### src/rtl/rtx_ctrl.sv
// rtx_ctrl: retransmit-buffer controller.
// Captures outgoing packets into an 8-entry ring of 64-beat slots in the
// external retransmit RAM, frees entries on cumulative ACK and replays all
// unacknowledged packets on NAK.
module rtx_ctrl #(
  parameter int ENTRY_W      = 3,
  parameter int SLOT_W       = 6,
  parameter int RTX_DATA_PTR = 9,
  parameter int SEQ_W        = 22
) (
  input  logic                    clk,
  input  logic                    rst,
  // outgoing packet stream
  input  logic [255:0]            tx_data_i,
  input  logic                    tx_valid_i,
  input  logic                    tx_last_i,
  input  logic [SEQ_W-1:0]        tx_seq_i,
  output logic                    tx_ready_o,
  // retransmit RAM write port
  output logic [255:0]            ox2b_rtx_wrdata_o,
  output logic [RTX_DATA_PTR-1:0] ox2b_rtx_wrdata_wdaddr,
  output logic                    ox2b_rtx_wrdata_we_o,
  // retransmit RAM read port
  output logic [RTX_DATA_PTR-1:0] ox2b_rtx_rddata_rdaddr,
  output logic                    ox2b_rtx_rddata_re_o,
  input  logic [255:0]            b2ox_rtx_rddata_i,
  // ACK / NAK events
  input  logic                    ack_valid_i,
  input  logic [SEQ_W-1:0]        ack_seq_i,
  input  logic                    ack_nak_i,
  // replay stream
  output logic [255:0]            rpl_data_o,
  output logic                    rpl_valid_o,
  output logic                    rpl_last_o,
  output logic [SEQ_W-1:0]        rpl_seq_o,
  input  logic                    rpl_ready_i,
  // status
  output logic [ENTRY_W:0]        rtx_count_o,
  output logic                    rtx_full_o,
  output logic                    rtx_empty_o,
  output logic                    rpl_busy_o,
  output logic                    ovf_err_o
);

  localparam int unsigned NUM_ENT = 1 << ENTRY_W;
  localparam logic [ENTRY_W:0] CNT_FULL = {1'b1, {ENTRY_W{1'b0}}};

  typedef enum logic [1:0] {
    ST_IDLE = 2'd0,
    ST_FREE = 2'd1,
    ST_RD   = 2'd2,
    ST_SEND = 2'd3
  } state_t;

  state_t               state_q, state_d;
  logic [ENTRY_W-1:0]   head_q, head_d;
  logic [ENTRY_W-1:0]   tail_q, tail_d;
  logic [ENTRY_W:0]     count_q, count_d;
  logic [SLOT_W-1:0]    wr_beat_q, wr_beat_d;
  logic                 wr_full_q, wr_full_d;
  logic                 ovf_q, ovf_d;
  logic                 pend_v_q, pend_v_d;
  logic                 pend_nak_q, pend_nak_d;
  logic [SEQ_W-1:0]     pend_seq_q, pend_seq_d;
  logic [ENTRY_W-1:0]   rd_ent_q, rd_ent_d;
  logic [SLOT_W-1:0]    rd_beat_q, rd_beat_d;

  // per-entry metadata: sequence number and index of the last written beat
  logic [SEQ_W-1:0]     seq_q [NUM_ENT];
  logic [SLOT_W-1:0]    len_q [NUM_ENT];

  logic                 tx_accept;
  logic                 seq_we;
  logic                 len_we;
  logic                 commit;
  logic                 free_ent;
  logic                 pend_clr;
  logic                 rpl_last_raw;
  logic [ENTRY_W-1:0]   rd_ent_inc;

  // modular sequence compare: a is at or before b
  function automatic logic seq_le(input logic [SEQ_W-1:0] a, input logic [SEQ_W-1:0] b);
    logic [SEQ_W-1:0] diff;
    diff = b - a;
    return !diff[SEQ_W-1];
  endfunction

  assign rtx_full_o   = (count_q == CNT_FULL);
  assign rtx_empty_o  = (count_q == '0);
  assign rtx_count_o  = count_q;
  assign rpl_busy_o   = (state_q == ST_RD) || (state_q == ST_SEND);
  assign ovf_err_o    = ovf_q;
  assign tx_ready_o   = !rtx_full_o && !rpl_busy_o;
  assign tx_accept    = tx_valid_i && tx_ready_o;
  assign rpl_last_raw = (rd_beat_q == len_q[rd_ent_q]);
  assign rd_ent_inc   = rd_ent_q + 1'b1;

  // RAM ports; address/data are forced to zero when the strobe is low so
  // every port reads zero out of reset regardless of RAM contents
  assign ox2b_rtx_wrdata_we_o   = tx_accept && !wr_full_q;
  assign ox2b_rtx_wrdata_wdaddr = ox2b_rtx_wrdata_we_o ? {tail_q, wr_beat_q} : '0;
  assign ox2b_rtx_wrdata_o      = ox2b_rtx_wrdata_we_o ? tx_data_i : '0;
  assign ox2b_rtx_rddata_re_o   = (state_q == ST_RD);
  assign ox2b_rtx_rddata_rdaddr = ox2b_rtx_rddata_re_o ? {rd_ent_q, rd_beat_q} : '0;

  // replay stream decode from the FSM registers
  assign rpl_valid_o = (state_q == ST_SEND);
  assign rpl_last_o  = rpl_valid_o && rpl_last_raw;
  assign rpl_seq_o   = rpl_valid_o ? seq_q[rd_ent_q] : '0;
  assign rpl_data_o  = rpl_valid_o ? b2ox_rtx_rddata_i : '0;

  // next-state logic: write path, pending event register and replay FSM
  always_comb begin
    state_d    = state_q;
    head_d     = head_q;
    tail_d     = tail_q;
    count_d    = count_q;
    wr_beat_d  = wr_beat_q;
    wr_full_d  = wr_full_q;
    ovf_d      = ovf_q;
    rd_ent_d   = rd_ent_q;
    rd_beat_d  = rd_beat_q;
    seq_we     = 1'b0;
    len_we     = 1'b0;
    commit     = 1'b0;
    free_ent   = 1'b0;
    pend_clr   = 1'b0;

    // write path; once 64 beats are in, wr_beat parks at 63 so the committed
    // length saturates there and further beats are dropped
    if (tx_accept) begin
      if (wr_beat_q == '0 && !wr_full_q) begin
        seq_we = 1'b1;
      end
      if (wr_full_q) begin
        ovf_d = 1'b1;
      end
      if (tx_last_i) begin
        commit    = 1'b1;
        len_we    = 1'b1;
        tail_d    = tail_q + 1'b1;
        wr_beat_d = '0;
        wr_full_d = 1'b0;
      end else if (!wr_full_q) begin
        if (wr_beat_q == '1) begin
          wr_full_d = 1'b1;
        end else begin
          wr_beat_d = wr_beat_q + 1'b1;
        end
      end
    end

    case (state_q)
      ST_IDLE: begin
        if (pend_v_q) begin
          state_d = ST_FREE;
        end
      end
      ST_FREE: begin
        if (count_q != '0 && seq_le(seq_q[head_q], pend_seq_q)) begin
          free_ent = 1'b1;
          head_d   = head_q + 1'b1;
        end else begin
          pend_clr = 1'b1;
          if (pend_nak_q && count_q != '0) begin
            state_d   = ST_RD;
            rd_ent_d  = head_q;
            rd_beat_d = '0;
          end else begin
            state_d = ST_IDLE;
          end
        end
      end
      ST_RD: begin
        state_d = ST_SEND;
      end
      ST_SEND: begin
        if (rpl_ready_i) begin
          if (rpl_last_raw) begin
            rd_ent_d  = rd_ent_inc;
            rd_beat_d = '0;
            state_d   = (rd_ent_inc != tail_q) ? ST_RD : ST_IDLE;
          end else begin
            rd_beat_d = rd_beat_q + 1'b1;
            state_d   = ST_RD;
          end
        end
      end
      default: begin
        state_d = ST_IDLE;
      end
    endcase

    case ({commit, free_ent})
      2'b10:   count_d = count_q + 1'b1;
      2'b01:   count_d = count_q - 1'b1;
      default: count_d = count_q;
    endcase

    // a new event wins over the clear issued at the end of FREE
    pend_v_d   = ack_valid_i ? 1'b1 : (pend_clr ? 1'b0 : pend_v_q);
    pend_seq_d = ack_valid_i ? ack_seq_i : pend_seq_q;
    pend_nak_d = (pend_clr ? 1'b0 : pend_nak_q) | (ack_valid_i & ack_nak_i);
  end

  // control registers with synchronous reset
  always_ff @(posedge clk) begin
    if (rst) begin
      state_q    <= ST_IDLE;
      head_q     <= '0;
      tail_q     <= '0;
      count_q    <= '0;
      wr_beat_q  <= '0;
      wr_full_q  <= 1'b0;
      ovf_q      <= 1'b0;
      pend_v_q   <= 1'b0;
      pend_nak_q <= 1'b0;
      pend_seq_q <= '0;
      rd_ent_q   <= '0;
      rd_beat_q  <= '0;
    end else begin
      state_q    <= state_d;
      head_q     <= head_d;
      tail_q     <= tail_d;
      count_q    <= count_d;
      wr_beat_q  <= wr_beat_d;
      wr_full_q  <= wr_full_d;
      ovf_q      <= ovf_d;
      pend_v_q   <= pend_v_d;
      pend_nak_q <= pend_nak_d;
      pend_seq_q <= pend_seq_d;
      rd_ent_q   <= rd_ent_d;
      rd_beat_q  <= rd_beat_d;
    end
  end

  // per-entry metadata tables, not reset (only read for committed entries)
  always_ff @(posedge clk) begin
    if (seq_we) begin
      seq_q[tail_q] <= tx_seq_i;
    end
    if (len_we) begin
      len_q[tail_q] <= wr_beat_q;
    end
  end

endmodule

### config.mk
export PLATFORM = sky130hd
export DESIGN_NAME = rtx_ctrl
export DESIGN_NICKNAME = d
export VERILOG_FILES = /design/src/rtl/rtx_ctrl.sv
export SDC_FILE = /design/constraint.sdc
export NUM_CORES = 1
export LEC_CHECK = 0
export CAP_MARGIN = 20
export CORE_AREA = 2 2 436 438
export CTS_CLUSTER_SIZE = 40
export DETAILED_ROUTE_END_ITERATION = 10
export DIE_AREA = 0 0 438 440
export GPL_TIMING_DRIVEN = 1
export PLACE_DENSITY = 0.32
export SLEW_MARGIN = 20
export SYNTH_ARGS = -nofsm -noshare
export SYNTH_HDL_FRONTEND = slang
export SYNTH_SLANG_ARGS = --single-unit
### constraint.sdc
create_clock -name clk -period 12.1 [get_ports clk]
set_input_delay 1.815 -clock clk [delete_from_list [all_inputs] [get_ports clk]]
set_output_delay 1.815 -clock clk [all_outputs]
set_load 0.1 [all_outputs]
==> flow_results.org <==
** Status
- The flow ran to the end, and the final reports show no timing, DRC or antenna violations.

** Clocking
- Clock latency at the later pin of the worst-skew pair :: 0.61 ns
- For this design, the CTS-stage hold fixing added 0 buffers.
- CTS placed an instance of clkbuf_16 at the clock tree root.
- Clock tree synthesis inserted a total of 31 buffers.
- The clock drives 283 sinks.
- Post-CTS setup buffer count :: 0
- Deepest clock path buffer count :: 3
- Clock Pin Slew Worst Setup and Hold Paths :: 0.06 ns
- Depth of the CTS H-tree :: 1
- TritonCTS clock tree :: done
- The number of gates resized after CTS was 0.

** STA
- Period utilization :: 55.6%
- Number of hold violations in the final report :: 0
- Achievable clock frequency :: 149 MHz
- On the final layout, the worst clock skew is 0.0215 ns.
- Relative max-transition margin :: 22.8%
- Total Neg Setup Slack :: 0 ns
- Hold WS :: 0.450 ns
- Setup violations remaining at the end of the flow were counted as 0.
- Setup repair after global routing missed its margin :: no
- Worst slew pin tran :: 1.15 ns
- The number of pins with negative max-slew slack in the final report was 0.
- Counting I/O delays and the setup requirement, the final critical path takes 6.73 ns.

** Global route
- Entering global routing, the biggest net connects 239 pins.
- Peak-usage layer in the global routing report :: met2
- The total overflow left after global routing is 0.
- Global routing consumed, on the met3 layer, 4.85% of the routing resources.
- Initial antenna violation count :: 86
- M2 GR Usage :: 31.9%
- GRT Util Overall :: 15.4%
- Vias in the first global route :: 16936
- Met1 Resource Use GR :: 14.4%
- The first global-routing pass estimated 193 mm of wire.

** Critical path
- For the worst setup path, the data required time is 10.28 ns.
- The endpoint identified for the worst register-to-register timing path is rtx_count_o[2]$_SDFFE_PP0P_.
- STA classifies the critical path startpoint as an input port.
- Worst path cell trace :: clkdlybuf4s50_1 -> nor4b_4 -> buf_12 -> and2_1 -> clkdlybuf4s50_1
- Tracing the worst setup path back leads to its startpoint at tx_valid_i.
- CP max stage delay :: 1.23 ns
- For the worst flop-to-flop path, the logic depth is 17.
- Cell repeated most along the worst path :: clkdlybuf4s50_1
- Of all nets on the critical path, the largest fanout is 238.
- For flop-to-flop paths, the worst setup slack is 6.25 ns.
- Slowest CP cell :: clkdlybuf4s50_1
- The cell family contributing the most delay on the critical path is buffers and inverters.
- CP bufs+invs :: 3
- Data arrival, critical path :: 4.91 ns
- Endpoint type of the worst setup path :: output port
- In this run the number of cells on the critical path is 5.
- The critical path is of the input port to output port type.
- Crit path to :: ox2b_rtx_wrdata_o[15]

** Power and ir drop
- Part of the total power dissipated in combinational logic :: 31.6%
- The analysis attributes to net switching a power of 1.08 mW.
- Across the VDD grid, the largest voltage drop is 110 uV.
- Net switching is 35.6% of the power.
- Leak pwr :: 11.4 nW
- The clock network burns 32.7% of the power.
- Internal power :: 1.96 mW
- Power per cell area :: 96.2 nW/um^2
- Registers are responsible for 35.7% of the overall power.

** Synth
- For this run, the number of Yosys warnings is 0.
- EDFF count, synth :: 224
- Async SR Flop Fraction :: 0%
- In this run, synthesis produced a sequential element count of 283.
- Synth Area per Inst :: 11.6 um^2
- Post-Synthesis Cells :: 1439
- Synth Net Count :: 2031
- After synthesis the cells add up to 16700 um^2.
- The most used flip-flop cell after synthesis is edfxtp_1.
- Cell variety after synth :: 58
- Of the synthesized area, sequential elements account for 47.5%.

** Layout
- Area Overhead vs Synth :: 89.9%
- Cells fill 16.8% of the core in the end.
- In the final layout, the share of cells above drive strength 1 is 13.1%.
- Count of placed standard cells in the final layout, fillers left out :: 5054
- Post-route standard cell area excluding fillers :: 31600 um^2
- NumNets Final :: 3084

** Detailed routing
- Initial DRC count :: 657
- Number of DRC violations after detailed routing :: 0
- Using the TritonRoute via totals, the vias-per-cell ratio works out to 3.24.
- The final route contains 16398 vias.
- Wires add up to 156 mm.
- The pre-antenna-repair detailed-routing pass consisted of 5 iterations.
- In the final routed layout, each cell accounts on average for 30.9 um.
- The count of nets left with antenna violations once routing finished came out at 0.

** Placement
- The congestion estimate from routability-driven global placement came to 0.903.
- Buffers added on ports :: 1127
- After detailed placement, the total cell area comes to 30500 um^2.
- Post-placement cell count :: 4968
- HPWL after detailed placement :: 132 mm

** Run
- The tool flagged a number of max-cap violations equal to 0.

** Worst hold path
- Hold path depth :: 2
- Hold Crit Class :: register to register

** Die
- The die covers 193000 um^2.
- After floorplanning, the core was divided into 160 placement rows.
- Once the floorplan was initialized, standard cells occupied 8.84% of the core.
- From bottom edge to top edge, the die measures 440 um.
- The die is 438 um wide.
- Placeable core area :: 189000 um^2
- 1128 I/O pins were placed.
[cell usage after synthesis, types with 2 or more instances]
master	number	area (um^2)
and2_1	277	1730
and3_1	258	1610
edfxtp_1	224	6730
clkbuf_1	113	424
mux2i_1	95	951
mux4_2	92	2070
nor2_1	81	304
dfxtp_1	59	1180
ha_1	29	363
a21oi_1	27	135
nand2_1	27	101
nand3_1	14	70.1
xor2_1	14	123
buf_1	13	48.8
inv_1	11	41.3
nand4_1	8	50.1
nor3_1	8	40.0
nand2b_1	7	43.8
o211ai_1	7	52.6
o21ai_0	7	35.0
xnor2_1	7	61.3
nor2b_1	6	37.5
buf_2	4	20.0
buf_4	4	30.0
o21a_1	4	30.0
nor4_1	3	18.8
or2_2	3	18.8
or3_1	3	18.8
a31oi_1	2	12.5
nor3b_1	2	15.0
o21ai_1	2	10.0
o22ai_1	2	12.5
[power groups by stage]
stage                     registers, mW  clock network (mW)  logic, mW
after floorplan                    1.10                   0      0.534
after global placement             1.11                   0      0.985
after detailed placement           1.11                   0      0.982
after CTS                          1.09                1.04      0.985
after global routing               1.09                1.07      0.998
final                              1.09               0.996      0.961
[registers in the layout (all words and copies together), names as in the netlist, named ones only]
| name | count |
|---|---|
| head_q | 3 |
| rd_ent_q | 3 |
| len_q | 48 |
| wr_beat_q | 6 |
| ovf_err_o | 1 |
| state_q | 2 |
| tail_q | 3 |
| rd_beat_q | 6 |
| pend_v_q | 1 |
| wr_full_q | 1 |
| seq_q | 176 |
| pend_seq_q | 22 |
| rtx_count_o | 4 |
| pend_nak_q | 1 |
[cell usage in the layout, fill, tap and decap left out, types with 26 or more instances in the layout]
cell / synthesis / layout
clkdlybuf4s50_1: 0 / 989
and2_1: 277 / 277
and3_1: 258 / 258
edfxtp_1: 224 / 224
buf_4: 4 / 154
mux2i_1: 95 / 95
mux4_2: 92 / 92
nor2_1: 81 / 75
dfxtp_1: 59 / 51
clkbuf_16: 0 / 31
ha_1: 29 / 29
nand2_1: 27 / 27
a21oi_1: 27 / 27
diode_2: 0 / 26
[metrics by stage]
stage | total power [mW] | setup slack [ns]
5_1_grt | 3.16 | 5.21
3_5_place_dp | 2.09 | 5.37
2_1_floorplan | 1.63 | 4.05
4_1_cts | 3.12 | 5.37
6_report | 3.04 | 5.37
3_3_place_gp | 2.09 | 5.32
[per-layer routing]
metal  part of all wire [%]  vias to the layer above
met2                     57                      677
met3                    7.5                      184
met5                   0.34                        -
met1                     32                     8043
li1                       -                     7414
met4                    2.4                       80
[final cells by class]
type,count,area [um^2]
Multi-Input combinational cell,1009,8230
Clock buffer,39,806
Tap cell,2511,3140
Clock inverter,19,238
Fill cell,21045,157000
Antenna cell,26,65.1
Sequential cell,283,7930
Inverter,12,45.0
Timing Repair Buffer,1155,11200
[logic make-up after synthesis]
| logic type | share of synthesized area [%] |
|---|---|
| simple gates | 24.8 |
| xor+xnor | 1.10 |
| mux | 18.3 |
| fa+ha+maj | 2.18 |
| flops | 47.5 |
| compound gates | 2.68 |
| buf+inv | 3.44 |
[how the worst min path moves through the flow]
| stage | from | endpoint | slack [ns] |
|---|---|---|---|
| after CTS | pend_v_q$_SDFFE_PP0P_ | pend_v_q$_SDFFE_PP0P_ | 0.46 |
| after global placement | pend_v_q$_SDFFE_PP0P_ | pend_v_q$_SDFFE_PP0P_ | 0.44 |
| after floorplan | pend_v_q$_SDFFE_PP0P_ | pend_v_q$_SDFFE_PP0P_ | 0.42 |
| after detailed placement | pend_v_q$_SDFFE_PP0P_ | pend_v_q$_SDFFE_PP0P_ | 0.45 |
| after global routing | pend_v_q$_SDFFE_PP0P_ | pend_v_q$_SDFFE_PP0P_ | 0.47 |
| final | pend_v_q$_SDFFE_PP0P_ | pend_v_q$_SDFFE_PP0P_ | 0.45 |
[worst reg2reg max path, delay by kind of cell (launching register included)]
kind,cells,cell delay (ns)
and+or+nand+nor,3,1.07
muxes,3,1.33
buffers and inverters,2,0.78
adders and majority gates,3,0.70
AOI/OAI and AO/OA,4,0.92
DFF,1,0.71
xor gates and xnor gates,2,0.26
Note: power is estimated with default switching activity, not from simulation.
